`src/rtl/delta_1st_compute.sv`:
```
// First-order regression delta over the cepstrum memory:
// d[t][k] = ((c[t+1]-c[t-1]) + 2*(c[t+2]-c[t-2])) / 10, frame indices clamped to the utterance.
module delta_1st_compute #(
    parameter int DATA_WIDTH  = 32,
    parameter int ADDR_WIDTH  = 10,
    parameter int NUM_CEP     = 13,
    parameter int NUM_FRAMES  = 49,
    parameter int SCALE       = 6554,
    parameter int SCALE_SHIFT = 16
) (
    input  logic                  clk,
    input  logic                  rst,
    input  logic                  start,
    output logic                  busy,
    output logic                  done,
    output logic                  rd_en,
    output logic [ADDR_WIDTH-1:0] rd_addr,
    input  logic [DATA_WIDTH-1:0] rd_data,
    output logic                  wr_en,
    output logic [ADDR_WIDTH-1:0] wr_addr,
    output logic [DATA_WIDTH-1:0] wr_data
);

    localparam int NW = DATA_WIDTH + 3;
    localparam int PW = NW + 33;

    localparam logic [ADDR_WIDTH-1:0] ZERO_A = {ADDR_WIDTH{1'b0}};
    localparam logic [ADDR_WIDTH-1:0] ONE_A  = ADDR_WIDTH'(1);
    localparam logic [ADDR_WIDTH-1:0] TWO_A  = ADDR_WIDTH'(2);
    localparam logic [ADDR_WIDTH-1:0] LAST_T = ADDR_WIDTH'(NUM_FRAMES - 1);
    localparam logic [ADDR_WIDTH-1:0] LAST_K = ADDR_WIDTH'(NUM_CEP - 1);
    localparam logic [ADDR_WIDTH-1:0] CEP_A  = ADDR_WIDTH'(NUM_CEP);
    localparam logic [ADDR_WIDTH:0]   LAST_E = {1'b0, LAST_T};
    localparam logic [ADDR_WIDTH:0]   ONE_E  = (ADDR_WIDTH + 1)'(1);
    localparam logic [ADDR_WIDTH:0]   TWO_E  = (ADDR_WIDTH + 1)'(2);

    localparam logic [31:0]          SCALE_U = 32'(SCALE);
    localparam logic signed [PW-1:0] SCALE_P = {{(NW + 1){1'b0}}, SCALE_U};
    localparam logic signed [PW-1:0] MAX_P   = {{(PW - DATA_WIDTH + 1){1'b0}}, {(DATA_WIDTH - 1){1'b1}}};
    localparam logic signed [PW-1:0] MIN_P   = {{(PW - DATA_WIDTH + 1){1'b1}}, {(DATA_WIDTH - 1){1'b0}}};
    localparam logic signed [DATA_WIDTH-1:0] MAX_D = {1'b0, {(DATA_WIDTH - 1){1'b1}}};
    localparam logic signed [DATA_WIDTH-1:0] MIN_D = {1'b1, {(DATA_WIDTH - 1){1'b0}}};

    typedef enum logic [3:0] {
        S_IDLE  = 4'd0,
        S_RD_M2 = 4'd1,
        S_RD_M1 = 4'd2,
        S_RD_P1 = 4'd3,
        S_RD_P2 = 4'd4,
        S_WAIT  = 4'd5,
        S_CALC  = 4'd6,
        S_MUL   = 4'd7,
        S_WRITE = 4'd8,
        S_NEXT  = 4'd9,
        S_DONE  = 4'd10
    } state_t;

    state_t state_r, state_s;

    logic [ADDR_WIDTH-1:0]        t_r, k_r;
    logic signed [DATA_WIDTH-1:0] m2_r, m1_r, p1_r, p2_r;
    logic signed [NW-1:0]         num_r;
    logic signed [DATA_WIDTH-1:0] result_r;

    logic [ADDR_WIDTH:0]          t_ext_s, up1_s, up2_s;
    logic [ADDR_WIDTH-1:0]        fm2_s, fm1_s, fp1_s, fp2_s, rd_frame_s;
    logic                         last_coef_s;
    logic signed [NW-1:0]         num_s;
    logic signed [PW-1:0]         num_p_s, prod_s, shifted_s;
    logic signed [DATA_WIDTH-1:0] sat_s;

    function automatic logic signed [NW-1:0] sext(input logic signed [DATA_WIDTH-1:0] v);
        return {{3{v[DATA_WIDTH-1]}}, v};
    endfunction

    assign last_coef_s = (t_r == LAST_T) && (k_r == LAST_K);

    // State register
    always_ff @(posedge clk or posedge rst) begin
        if (rst) begin
            state_r <= S_IDLE;
        end else begin
            state_r <= state_s;
        end
    end

    // Next-state decode; every read/compute step is a single cycle
    always_comb begin
        state_s = S_IDLE;
        case (state_r)
            S_IDLE:  begin
                if (start) begin
                    state_s = S_RD_M2;
                end else begin
                    state_s = S_IDLE;
                end
            end
            S_RD_M2: state_s = S_RD_M1;
            S_RD_M1: state_s = S_RD_P1;
            S_RD_P1: state_s = S_RD_P2;
            S_RD_P2: state_s = S_WAIT;
            S_WAIT:  state_s = S_CALC;
            S_CALC:  state_s = S_MUL;
            S_MUL:   state_s = S_WRITE;
            S_WRITE: state_s = S_NEXT;
            S_NEXT:  begin
                if (last_coef_s) begin
                    state_s = S_DONE;
                end else begin
                    state_s = S_RD_M2;
                end
            end
            S_DONE:  state_s = S_IDLE;
            default: state_s = S_IDLE;
        endcase
    end

    // Clamped neighbour frames; one extra bit keeps t+2 from wrapping
    always_comb begin
        t_ext_s = {1'b0, t_r};
        up1_s   = t_ext_s + ONE_E;
        up2_s   = t_ext_s + TWO_E;
        if (t_r >= TWO_A) begin
            fm2_s = t_r - TWO_A;
        end else begin
            fm2_s = ZERO_A;
        end
        if (t_r >= ONE_A) begin
            fm1_s = t_r - ONE_A;
        end else begin
            fm1_s = ZERO_A;
        end
        if (up1_s > LAST_E) begin
            fp1_s = LAST_T;
        end else begin
            fp1_s = up1_s[ADDR_WIDTH-1:0];
        end
        if (up2_s > LAST_E) begin
            fp2_s = LAST_T;
        end else begin
            fp2_s = up2_s[ADDR_WIDTH-1:0];
        end
    end

    // Numerator, scaled product and saturation to the output range
    always_comb begin
        num_s     = (sext(p1_r) - sext(m1_r)) + ((sext(p2_r) - sext(m2_r)) <<< 1);
        num_p_s   = {{33{num_r[NW-1]}}, num_r};
        prod_s    = num_p_s * SCALE_P;
        shifted_s = prod_s >>> SCALE_SHIFT;
        if (shifted_s > MAX_P) begin
            sat_s = MAX_D;
        end else if (shifted_s < MIN_P) begin
            sat_s = MIN_D;
        end else begin
            sat_s = shifted_s[DATA_WIDTH-1:0];
        end
    end

    // Indices, operand capture (data lands one cycle after its read) and result pipeline
    always_ff @(posedge clk or posedge rst) begin
        if (rst) begin
            t_r      <= ZERO_A;
            k_r      <= ZERO_A;
            m2_r     <= {DATA_WIDTH{1'b0}};
            m1_r     <= {DATA_WIDTH{1'b0}};
            p1_r     <= {DATA_WIDTH{1'b0}};
            p2_r     <= {DATA_WIDTH{1'b0}};
            num_r    <= {NW{1'b0}};
            result_r <= {DATA_WIDTH{1'b0}};
        end else begin
            case (state_r)
                S_IDLE: begin
                    if (start) begin
                        t_r <= ZERO_A;
                        k_r <= ZERO_A;
                    end
                end
                S_RD_M1: m2_r  <= rd_data;
                S_RD_P1: m1_r  <= rd_data;
                S_RD_P2: p1_r  <= rd_data;
                S_WAIT:  p2_r  <= rd_data;
                S_CALC:  num_r <= num_s;
                S_MUL:   result_r <= sat_s;
                S_NEXT: begin
                    if (!last_coef_s) begin
                        if (k_r == LAST_K) begin
                            k_r <= ZERO_A;
                            t_r <= t_r + ONE_A;
                        end else begin
                            k_r <= k_r + ONE_A;
                        end
                    end
                end
                default: begin
                end
            endcase
        end
    end

    // Read frame selected by the issuing state
    always_comb begin
        case (state_r)
            S_RD_M2: rd_frame_s = fm2_s;
            S_RD_M1: rd_frame_s = fm1_s;
            S_RD_P1: rd_frame_s = fp1_s;
            S_RD_P2: rd_frame_s = fp2_s;
            default: rd_frame_s = ZERO_A;
        endcase
    end

    // Strobes and addresses decoded from state; addresses are zero while idle
    always_comb begin
        busy    = (state_r != S_IDLE);
        done    = (state_r == S_DONE);
        rd_en   = (state_r == S_RD_M2) || (state_r == S_RD_M1) ||
                  (state_r == S_RD_P1) || (state_r == S_RD_P2);
        wr_en   = (state_r == S_WRITE);
        wr_data = result_r;
        if (rd_en) begin
            rd_addr = rd_frame_s * CEP_A + k_r;
        end else begin
            rd_addr = ZERO_A;
        end
        if (wr_en) begin
            wr_addr = t_r * CEP_A + k_r;
        end else begin
            wr_addr = ZERO_A;
        end
    end

endmodule

```
`config.mk`:
```
export PLATFORM = sky130hd
export DESIGN_NAME = delta_1st_compute
export DESIGN_NICKNAME = d
export VERILOG_FILES = /design/src/rtl/delta_1st_compute.sv
export SDC_FILE = /design/constraint.sdc
export NUM_CORES = 1
export LEC_CHECK = 0
export CAP_MARGIN = 25
export CORE_UTILIZATION = 40
export DETAILED_ROUTE_END_ITERATION = 12
export MAX_ROUTING_LAYER = met4
export PLACE_DENSITY = 0.62
export SYNTH_ARGS = -nofsm -noshare
export SYNTH_HDL_FRONTEND = slang
export SYNTH_SLANG_ARGS = --single-unit
```
`constraint.sdc`:
```
create_clock -name clk -period 11.55 [get_ports clk]
set_input_delay 2.31 -clock clk [delete_from_list [all_inputs] [get_ports clk]]
set_output_delay 2.31 -clock clk [all_outputs]
set_load 0.01 [all_outputs]
```
# Word-level counts from Yosys, hierarchy flattened
# Cells that the tools add are included.
# op_classes
n_addsub,11
n_mul,3
n_lt_le_gt_ge,6
eq_ne,15
muxes,19
reduce_logical,9
# ops
cell,count
10-bit 2-to-1 mux,11
32-bit by 32-bit subtractor with 33-bit output,2
32-bit 2-to-1 mux,2
35-bit by 13-bit multiplier with 48-bit output (second input constant),1
10-bit one-hot mux with 2 select lines,2
10-bit one-hot mux with 4 select lines,1
4-bit one-hot mux with 10 select lines,1
33-bit by 34-bit adder with 35-bit output,1
33-bit by 32-bit > comparator with 1-bit output (second input constant),1
33-bit by 32-bit less-than comparator with 1-bit output (second input constant),1
11-bit by 6-bit > comparator with 1-bit output (second input constant),2
10-bit by 1-bit adder with 10-bit output (second input constant),2
10-bit adder,2
10-bit by 4-bit multiplier with 10-bit output (second input constant),2
4-bit by 3-bit equality test with 1-bit output (second input constant),4
4-bit equality test (second input constant),3
10-bit by 1-bit adder with 11-bit output (second input constant),1
10-bit by 2-bit adder with 11-bit output (second input constant),1
10-bit by 4-bit equality test with 1-bit output (second input constant),1
10-bit by 6-bit equality test with 1-bit output (second input constant),1
10-bit by 1-bit greater-or-equal comparator with 1-bit output (second input constant),1
10-bit by 2-bit greater-or-equal comparator with 1-bit output (second input constant),1
10-bit by 1-bit subtractor with 10-bit output (second input constant),1
10-bit by 2-bit subtractor with 10-bit output (second input constant),1
12 further kinds,17
# word_totals
reg_bits,219
input_bits,35
output_inout_bits,56
elab_cells,72

# Logic depth before layout (Yosys ltp)
# Gate-level depths: netlist of run 1.
# depth
ltp_word,7
depth_mapped,28
depth_no_buf,28

# Worst setup path after synthesis of run 1
# Ideal clock, no wire load.
# synth_timing
path_type,reg-to-output
from,register t_r[0]
to,output port rd_addr[9]
arrival_ps,5115
required_time_ps,9240
slack_ps,4125
stages_incl_launch_ff,26
n_path_buf,2
cell_sequence,dfrtp_1 -> clkbuf_1 -> clkbuf_1 -> inv_1 -> ha_1 -> nand2_1 -> a21boi_0 -> a31oi_1 -> nand2_1 -> o21a_1 -> o211ai_1 -> ha_1 -> inv_1 -> fa_1 -> fa_1 -> inv_1 -> ha_1 -> o21ai_0 -> nand2b_1 -> a21oi_1 -> o21bai_1 -> a21o_1 -> a21oi_1 -> xnor2_1 -> xnor2_1 -> nor2_1
# synth_between
elab_chain_len,7
elab_cells_between_ends,16
classes_between,add/sub (5); mul (1); order compare (4); mux (6)
# synth_rtl
element,line,rtl
"start, declared",60,"logic [ADDR_WIDTH-1:0] t_r, k_r;"
"start signal, assigned",189,t_r <= t_r + ONE_A;
10-bit by 2-bit adder with 11-bit output / 10-bit by 1-bit adder with 11-bit output (equally long branches),"122, 121",
"11-bit by 6-bit > comparator with 1-bit output, on equally long branches","138, 133",
"10-bit 2-to-1 mux, on equally long branches","138, 133",
10-bit one-hot mux with 4 select lines (*),203,case (state_r)
10-bit by 4-bit multiplier with 10-bit output (*),221,rd_addr = rd_frame_s * CEP_A + k_r;
10-bit adder (*),221,
10-bit 2-to-1 mux (*),220,if (rd_en) begin
"end, declared",17,"output logic [ADDR_WIDTH-1:0] rd_addr,"
# Every way passes the cells marked *; elsewhere a longest branch is shown, timed or not.

# Worst setup path in the final report of run 1
# Ends and elaborated chain as after synthesis.

==> results of run 1 <==
## logic make-up after synthesis
group | after synthesis | synth area share
buf+inv | 550 | 0.09237
compound gates | 521 | 0.1418
simple gates | 517 | 0.1046
fa+ha+maj | 475 | 0.3322
flops | 219 | 0.2415
xor+xnor | 134 | 0.05256
mux | 71 | 0.03491
## cell usage after synthesis, types with 22 or more instances
cell / number / area share
inv_1: 492 / 0.081
nand2_1: 221 / 0.037
xnor2_1: 83 / 0.032
ha_1: 252 / 0.14
nor2_1: 121 / 0.020
nor3_1: 22 / 0.0049
a21o_1: 53 / 0.018
nor2b_1: 23 / 0.0063
dfrtp_1: 219 / 0.24
mux2_2: 65 / 0.032
nand2b_1: 23 / 0.0063
o21ai_0: 189 / 0.042
clkbuf_1: 49 / 0.0081
a21oi_1: 116 / 0.026
xor2_1: 50 / 0.019
nand3_1: 33 / 0.0073
fa_1: 215 / 0.19
## state kept, by name (all words and copies together) (netlist names)
| name | cells |
|---|---|
| state_r | 4 |
| m2_r | 32 |
| k_r | 10 |
| p2_r | 32 |
| num_r | 35 |
| wr_data | 32 |
| p1_r | 32 |
| t_r | 10 |
| m1_r | 32 |
## worst max-delay path by stage
stage,to,slack [ns],cells past startpoint
2_1_floorplan,k_r[0]$_DFFE_PP0P_,3.25,1
3_3_place_gp,rd_addr[9],2.72,26
3_5_place_dp,rd_addr[9],2.64,26
4_1_cts,rd_addr[9],1.96,26
5_1_grt,rd_addr[9],1.37,26
6_report,rd_addr[9],1.94,26
## per-stage QoR
stage          instance area (µm²)    util  cells
2_1_floorplan                22690       -   2487
3_3_place_gp                 24370  0.4389   3276
3_5_place_dp                 24370  0.4389   3276
4_1_cts                      25270  0.4551   3320
5_1_grt                      25290  0.4555   3321
6_report                     25290  0.4555   3321
## layout by cell type, fill, tap and decap left out, types with 9 or more instances in the layout
cell	netlist	layout
nor3_1	22	20
or3_1	9	9
nand3_1	33	32
fa_1	215	215
o21bai_1	15	15
o31ai_1	18	18
inv_1	492	491
and3_1	18	18
ha_1	252	252
o21a_1	12	12
o21ai_1	11	11
nor2_1	121	120
nand4_1	13	13
o211ai_1	11	11
nand2b_1	23	23
mux2_2	65	65
buf_4	3	9
nor2b_1	23	23
o21ai_0	189	189
nand2_1	221	220
a21oi_1	116	116
clkdlybuf4s50_1	0	90
clkbuf_16	0	27
a211oi_1	10	10
a31oi_1	13	13
dfrtp_1	219	219
xor2_1	50	50
xnor2_1	83	83
o21ai_2	12	12
a21o_1	53	53
## layout make-up
class | instances | area, µm²
Tap cell | 748 | 935.9
Fill cell | 5397 | 30230
Inverter | 492 | 1854
Clock buffer | 35 | 775.7
Timing Repair Buffer | 100 | 988.4
Clock inverter | 9 | 123.9
Sequential cell | 219 | 5480
Multi-Input combinational cell | 1718 | 15130
## critical path: cells and delay by family, from the launching register on
kind	cells	cell delay, ns
and+or+nand+nor	7	1.12
DFF	1	0.86
xor gates and xnor gates	2	0.26
buffers and inverters	3	0.67
AOI/OAI and AO/OA	9	1.74
adders and majority gates	5	2.06
## layer usage
layer | vias to the layer above | share of wire | wire [µm]
li1 | 8267 | - | -
met1 | 8164 | 0.51 | 26710
met2 | 284 | 0.44 | 23090
met3 | 58 | 0.034 | 1780
met4 | 0 | 0.018 | 944
met5 | - | 0 | 0
==> results.json, run 1 <==
{
  "cts_max_path_buffers": 3,
  "die_x_um": 240.2,
  "use_met2": 0.2976,
  "place_ws_ns": 2.635,
  "root_buffer": "clkbuf_16",
  "synth_area_um2": 22690,
  "ant_nets": 0,
  "worst_pin_slew_ns": 0.9356,
  "finalCritPeriodShare": 0.8320,
  "rr_worst_depth": 26,
  "clkLatencyLatePin_ns": 0.58,
  "cts_buffers": 27,
  "grt_util_all_layers": 0.1958,
  "grt_pass1_vias": 17205,
  "grt_overflow": 0,
  "post-route-drc-count": 0,
  "regToRegSetupSlack_ns": 4.86,
  "outcome": "finished clean",
  "critPathRequiredTime_ns": 9.24,
  "whs_ns": 0.4780,
  "slowest_delay_ns": 0.86,
  "grtUsageMet1": 0.2824,
  "synth_async_sr_flop_share": 1.000,
  "fin_ws_ns": 1.940,
  "busiest_layer": "met2",
  "rsz0062_at_grt": "no",
  "io_pins": 91,
  "cp-start-kind": "register",
  "drt_iter0_drc": 907,
  "cts_sinks": 219,
  "avgSynthCellArea_um2": 9.123,
  "tns_ns": 0,
  "whs_endpoint": "wr_data[5]$_DFFE_PP0N_",
  "htree_levels": 1,
  "initial_utilization": 0.4086,
  "cts_hold_buf": 0,
  "min_from": "wr_data[5]$_DFFE_PP0N_",
  "ys_seq_area_frac": 0.2415,
  "syn2layout_area_growth_pct": 11.47,
  "drive_gt1_frac": 0.06102,
  "synth_ff_type": "dfrtp_1",
  "clock_skew_ns": 0.01255,
  "relSlewSlack": 0.3763,
  "ys_warn_count": 0,
  "hold_viol": 0,
  "place.gp.congestion": 0.8791,
  "post-cts-setup-buffers": 0,
  "dieHeight_um": 240.2,
  "antenna_found_initial": 0,
  "synth_cell_types": 78,
  "grt_max_degree": 119,
  "fmax_ghz": 0.1041,
  "synth_edf_count": 0,
  "nNetsFinal": 3060,
  "grt_pass1_wl_um": 88840,
  "crit_start": "t_r[0]$_DFFE_PP0P_",
  "std_cell_rows": 86,
  "met3_usage": 0.01998,
  "crit_path_end_kind": "output pin",
  "drtPass1Iterations": 7,
  "routedWlPerCell_um": 15.82,
  "die_area_um2": 57680,
  "critical_path_class": "register to output pin",
  "cap_violations": 0,
  "via_count": 16773,
  "syn_inst": 2487,
  "routed_wl_um": 52530,
  "cpMaxStageDelayCell": "dfrtp_1",
  "worstHoldPathType": "register to register",
  "ys_seq_elements": 219,
  "post-dp-hpwl_um": 42640,
  "coreArea_um2": 55520,
  "synth_fp_nets": 2989,
  "cts_tree": "done",
  "cp_max_fo": 20,
  "crit_arrival_ns": 7.30,
  "routed_via_density": 5.051,
  "cts_resized": 0,
  "r2r_start": "p2_r[0]$_DFFE_PP0P_",
  "report.final.slew_viol_count": 0,
  "path_clk_slew_ns": 0.06,
  "holdPathStages": 2,
  "min_period_ns": 9.610,
  "io_buffers": 90,
  "diodes": 0,
  "setup_viol": 0,
  "r2r_end": "num_r[33]$_DFFE_PP0P_"
}
Power of run 1 is not shown: default switching activity piles up to over one toggle a cycle in this logic, so the estimate is an artifact.
==> inputs of run 2 (changes only) <==
clock period = 10 ns   (was 11.55 ns; I/O delays follow)
==> results.json, run 2 (synthesized netlist as in run 1, its figures left out) <==
{
  "outcome": "finished clean",
  "cts_buffers": 29,
  "post-dp-hpwl_um": 42570,
  "rsz0062_at_grt": "no",
  "antenna_found_initial": 0,
  "cts_resized": 0,
  "grt_util_all_layers": 0.1943,
  "std_cell_rows": 86,
  "via_count": 16706,
  "drt_iter0_drc": 753,
  "finalCritPeriodShare": 0.9015,
  "routedWlPerCell_um": 15.76,
  "post-cts-setup-buffers": 0,
  "worstHoldPathType": "register to register",
  "grt_overflow": 0,
  "hold_viol": 0,
  "cts_sinks": 219,
  "diodes": 0,
  "min_period_ns": 9.015,
  "die_x_um": 240.2,
  "slowest_delay_ns": 0.64,
  "root_buffer": "clkbuf_16",
  "mostFrequentLayoutCells": "inv_1, ha_1, nand2_1, dfrtp_1, fa_1",
  "cts_hold_buf": 0,
  "fin_util": 0.4573,
  "setup_viol": 0,
  "routed_via_density": 5.014,
  "relSlewSlack": 0.3524,
  "crit_arrival_ns": 7.01,
  "io_pins": 91,
  "grt_max_degree": 119,
  "clock_skew_ns": 0.02212,
  "largest_reg_flops": 35,
  "grt_pass1_wl_um": 88080,
  "clkLatencyLatePin_ns": 0.59,
  "regMostFlops": "num_r",
  "mostFrequentLayoutCell": "inv_1",
  "path_clk_slew_ns": 0.05,
  "die_area_um2": 57680,
  "critPathRequiredTime_ns": 8.00,
  "coreArea_um2": 55520,
  "post-route-drc-count": 0,
  "fmax_ghz": 0.1109,
  "worst_pin_slew_ns": 0.9714,
  "cap_violations": 0,
  "drtPass1Iterations": 5,
  "initial_utilization": 0.4086,
  "htree_levels": 1,
  "cpMaxStageDelayCell": "dfrtp_1",
  "dieHeight_um": 240.2,
  "grt_pass1_vias": 16953,
  "tns_ns": 0,
  "routed_wl_um": 52500,
  "syn2layout_area_growth_pct": 11.91,
  "cts_tree": "done",
  "cp-start-kind": "register",
  "place.gp.congestion": 0.8802,
  "ant_nets": 0,
  "report.final.slew_viol_count": 0,
  "io_buffers": 90,
  "critical_path_class": "register to output pin",
  "cp_max_fo": 12,
  "drive_gt1_frac": 0.06347,
  "cts_max_path_buffers": 3,
  "nNetsFinal": 3063,
  "crit_path_end_kind": "output pin"
}
## run 2: final timing paths
| check | start | end | slack (ns) | cells past startpoint |
|---|---|---|---|---|
| max | t_r[1]$_DFFE_PP0P_ | rd_addr[9] | 0.99 | 25 |
| min | wr_data[5]$_DFFE_PP0N_ | wr_data[5]$_DFFE_PP0N_ | 0.48 | 2 |
| max reg2reg | p2_r[0]$_DFFE_PP0P_ | num_r[33]$_DFFE_PP0P_ | 3.43 | 27 |
| min reg2reg | wr_data[5]$_DFFE_PP0N_ | wr_data[5]$_DFFE_PP0N_ | 0.48 | 2 |
| max in group asynchronous | rst | p1_r[9]$_DFFE_PP0P_ | 6.72 | 3 |
| min in group asynchronous | rst | wr_data[13]$_DFFE_PP0N_ | 1.99 | 2 |
## run 2: layer usage
layer  global-route usage  wire length, µm
met2               0.2946            22980
met4              0.03532              763
met3              0.01848             1621
met1               0.2835            27130
met5                    -                0
## run 2: cell type report
| type | instances | area, µm² |
|---|---|---|
| Inverter | 492 | 1854 |
| Fill cell | 5421 | 30130 |
| Clock inverter | 15 | 177.7 |
| Clock buffer | 39 | 813.3 |
| Sequential cell | 219 | 5480 |
| Timing Repair Buffer | 101 | 996.0 |
| Multi-Input combinational cell | 1718 | 15130 |
| Tap cell | 748 | 935.9 |
## run 2: critical path, delay by kind of cell, from the launching register on
kind	cells	cell delay (ns)
simple gates	5	0.85
flops	1	0.64
xor+xnor	2	0.24
buf+inv	3	0.66
compound gates	10	1.97
fa+ha+maj	5	2.05
## run 2: through the flow
step / std cells / cell area, µm² / setup WS, ns / hold WS (ns)
after floorplan: 2487 / 22690 / 2.007 / 0.4523
after global placement: 3277 / 24380 / 1.624 / 0.4667
after detailed placement: 3277 / 24380 / 1.590 / 0.4698
final: 3332 / 25390 / 0.9850 / 0.4759
after CTS: 3331 / 25370 / 0.9498 / 0.4836
after global routing: 3332 / 25390 / 0.4172 / 0.4963
Power of run 2 is left out for the same reason.
==> inputs of run 3 (changes only) <==
clock period = 10.7 ns   (was 10 ns; I/O delays follow)
==> results.json, run 3 (synthesized netlist as in run 1, its figures left out) <==
{
  "outcome": "finished clean",
  "worst_pin_slew_ns": 0.9228,
  "min_from": "wr_data[5]$_DFFE_PP0N_",
  "cts_max_path_buffers": 3,
  "hold_viol": 0,
  "path_clk_slew_ns": 0.05,
  "mostFrequentLayoutCells": "inv_1, ha_1, nand2_1, dfrtp_1, fa_1",
  "grt_overflow": 0,
  "dieHeight_um": 240.2,
  "io_buffers": 90,
  "report.final.slew_viol_count": 0,
  "grt_max_degree": 119,
  "tns_ns": 0,
  "place.gp.congestion": 0.8790,
  "post-dp-hpwl_um": 42800,
  "root_buffer": "clkbuf_16",
  "via_count": 16691,
  "regMostFlops": "num_r",
  "crit_arrival_ns": 7.29,
  "htree_levels": 1,
  "io_pins": 91,
  "drt_iter0_drc": 864,
  "antenna_found_initial": 0,
  "cp-start-kind": "register",
  "drive_gt1_frac": 0.06206,
  "initial_utilization": 0.4086,
  "cts_buffers": 28,
  "cp_max_fo": 20,
  "worstHoldPathType": "register to register",
  "cts_tree": "done",
  "largest_reg_flops": 35,
  "cts_sinks": 219,
  "fmax_ghz": 0.1060,
  "routed_wl_um": 52760,
  "critPathTopFamily": "adder cells",
  "cpMaxStageDelayCell": "dfrtp_1",
  "grt_pass1_wl_um": 88910,
  "routed_via_density": 5.018,
  "nNetsFinal": 3061,
  "cap_violations": 0,
  "drtPass1Iterations": 5,
  "syn2layout_area_growth_pct": 11.85,
  "std_cell_rows": 86,
  "critPathBufInv": 3,
  "mostFrequentLayoutCell": "inv_1",
  "relSlewSlack": 0.3848,
  "grt_util_all_layers": 0.1959,
  "grt_pass1_vias": 17194,
  "post-route-drc-count": 0,
  "finalCritPeriodShare": 0.8817,
  "critical_path_class": "register to output pin",
  "r2r_start": "p2_r[0]$_DFFE_PP0P_",
  "diodes": 0,
  "crit_path_end_kind": "output pin",
  "rsz0062_at_grt": "no",
  "clock_skew_ns": 0.03698,
  "setup_viol": 0,
  "min_period_ns": 9.434,
  "dpl.cell_count": 3276,
  "die_x_um": 240.2,
  "post-cts-setup-buffers": 0,
  "critPathRequiredTime_ns": 8.56,
  "routedWlPerCell_um": 15.86,
  "slowest_delay_ns": 0.86,
  "fin_ws_ns": 1.266,
  "crit_start": "t_r[0]$_DFFE_PP0P_",
  "ant_nets": 0,
  "clkLatencyLatePin_ns": 0.61,
  "die_area_um2": 57680,
  "stdcell_count": 3326,
  "place_ws_ns": 1.955,
  "cts_resized": 0,
  "fillers": 5421,
  "cts_hold_buf": 0,
  "coreArea_um2": 55520
}
run 3: tightest hold or removal path, stage by stage, from the launching register on:
cell	delay, ns
dfrtp_1	0.34
nand2_1	0.06
o21ai_2	0.05
run 3: stage by stage:
stage	hold slack, ns	instance area, µm²	utilization
2_1_floorplan	0.4523	22690	-
3_3_place_gp	0.4667	24370	0.4389
3_5_place_dp	0.4686	24370	0.4389
4_1_cts	0.4812	25360	0.4567
5_1_grt	0.5046	25380	0.4570
6_report	0.4748	25380	0.4570
run 3: routing by layer:
metal | up-vias | track usage | wire length, µm
met1 | 8119 | 0.2818 | 27110
met2 | 248 | 0.2979 | 22890
met5 | - | - | 0
met3 | 62 | 0.02032 | 1692
met4 | 0 | 0.04169 | 1071
li1 | 8262 | - | -
run 3: cell type report:
class	instances	area, µm²	share of cell area
clock buffer	36	780.7	0.03077
clock inverter	13	203.9	0.008037
inverter	492	1854	0.07307
multi-input combinational	1718	15130	0.5963
sequential	219	5480	0.2160
tap	748	935.9	0.03688
timing repair buffer	100	988.4	0.03895
run 3: worst paths after layout:
| path | cells past startpoint | slack, ns | endpoint |
|---|---|---|---|
| worst max-delay path | 26 | 1.27 | rd_addr[9] |
| worst min-delay path | 2 | 0.47 | wr_data[5]$_DFFE_PP0N_ |
| worst max register to register | 27 | 4.03 | num_r[33]$_DFFE_PP0P_ |
| worst min register to register | 2 | 0.47 | wr_data[5]$_DFFE_PP0N_ |
| max in group asynchronous | 3 | 7.32 | m1_r[13]$_DFFE_PP0P_ |
| min in group asynchronous | 2 | 2.14 | wr_data[3]$_DFFE_PP0N_ |
Power of run 3 is left out for the same reason.
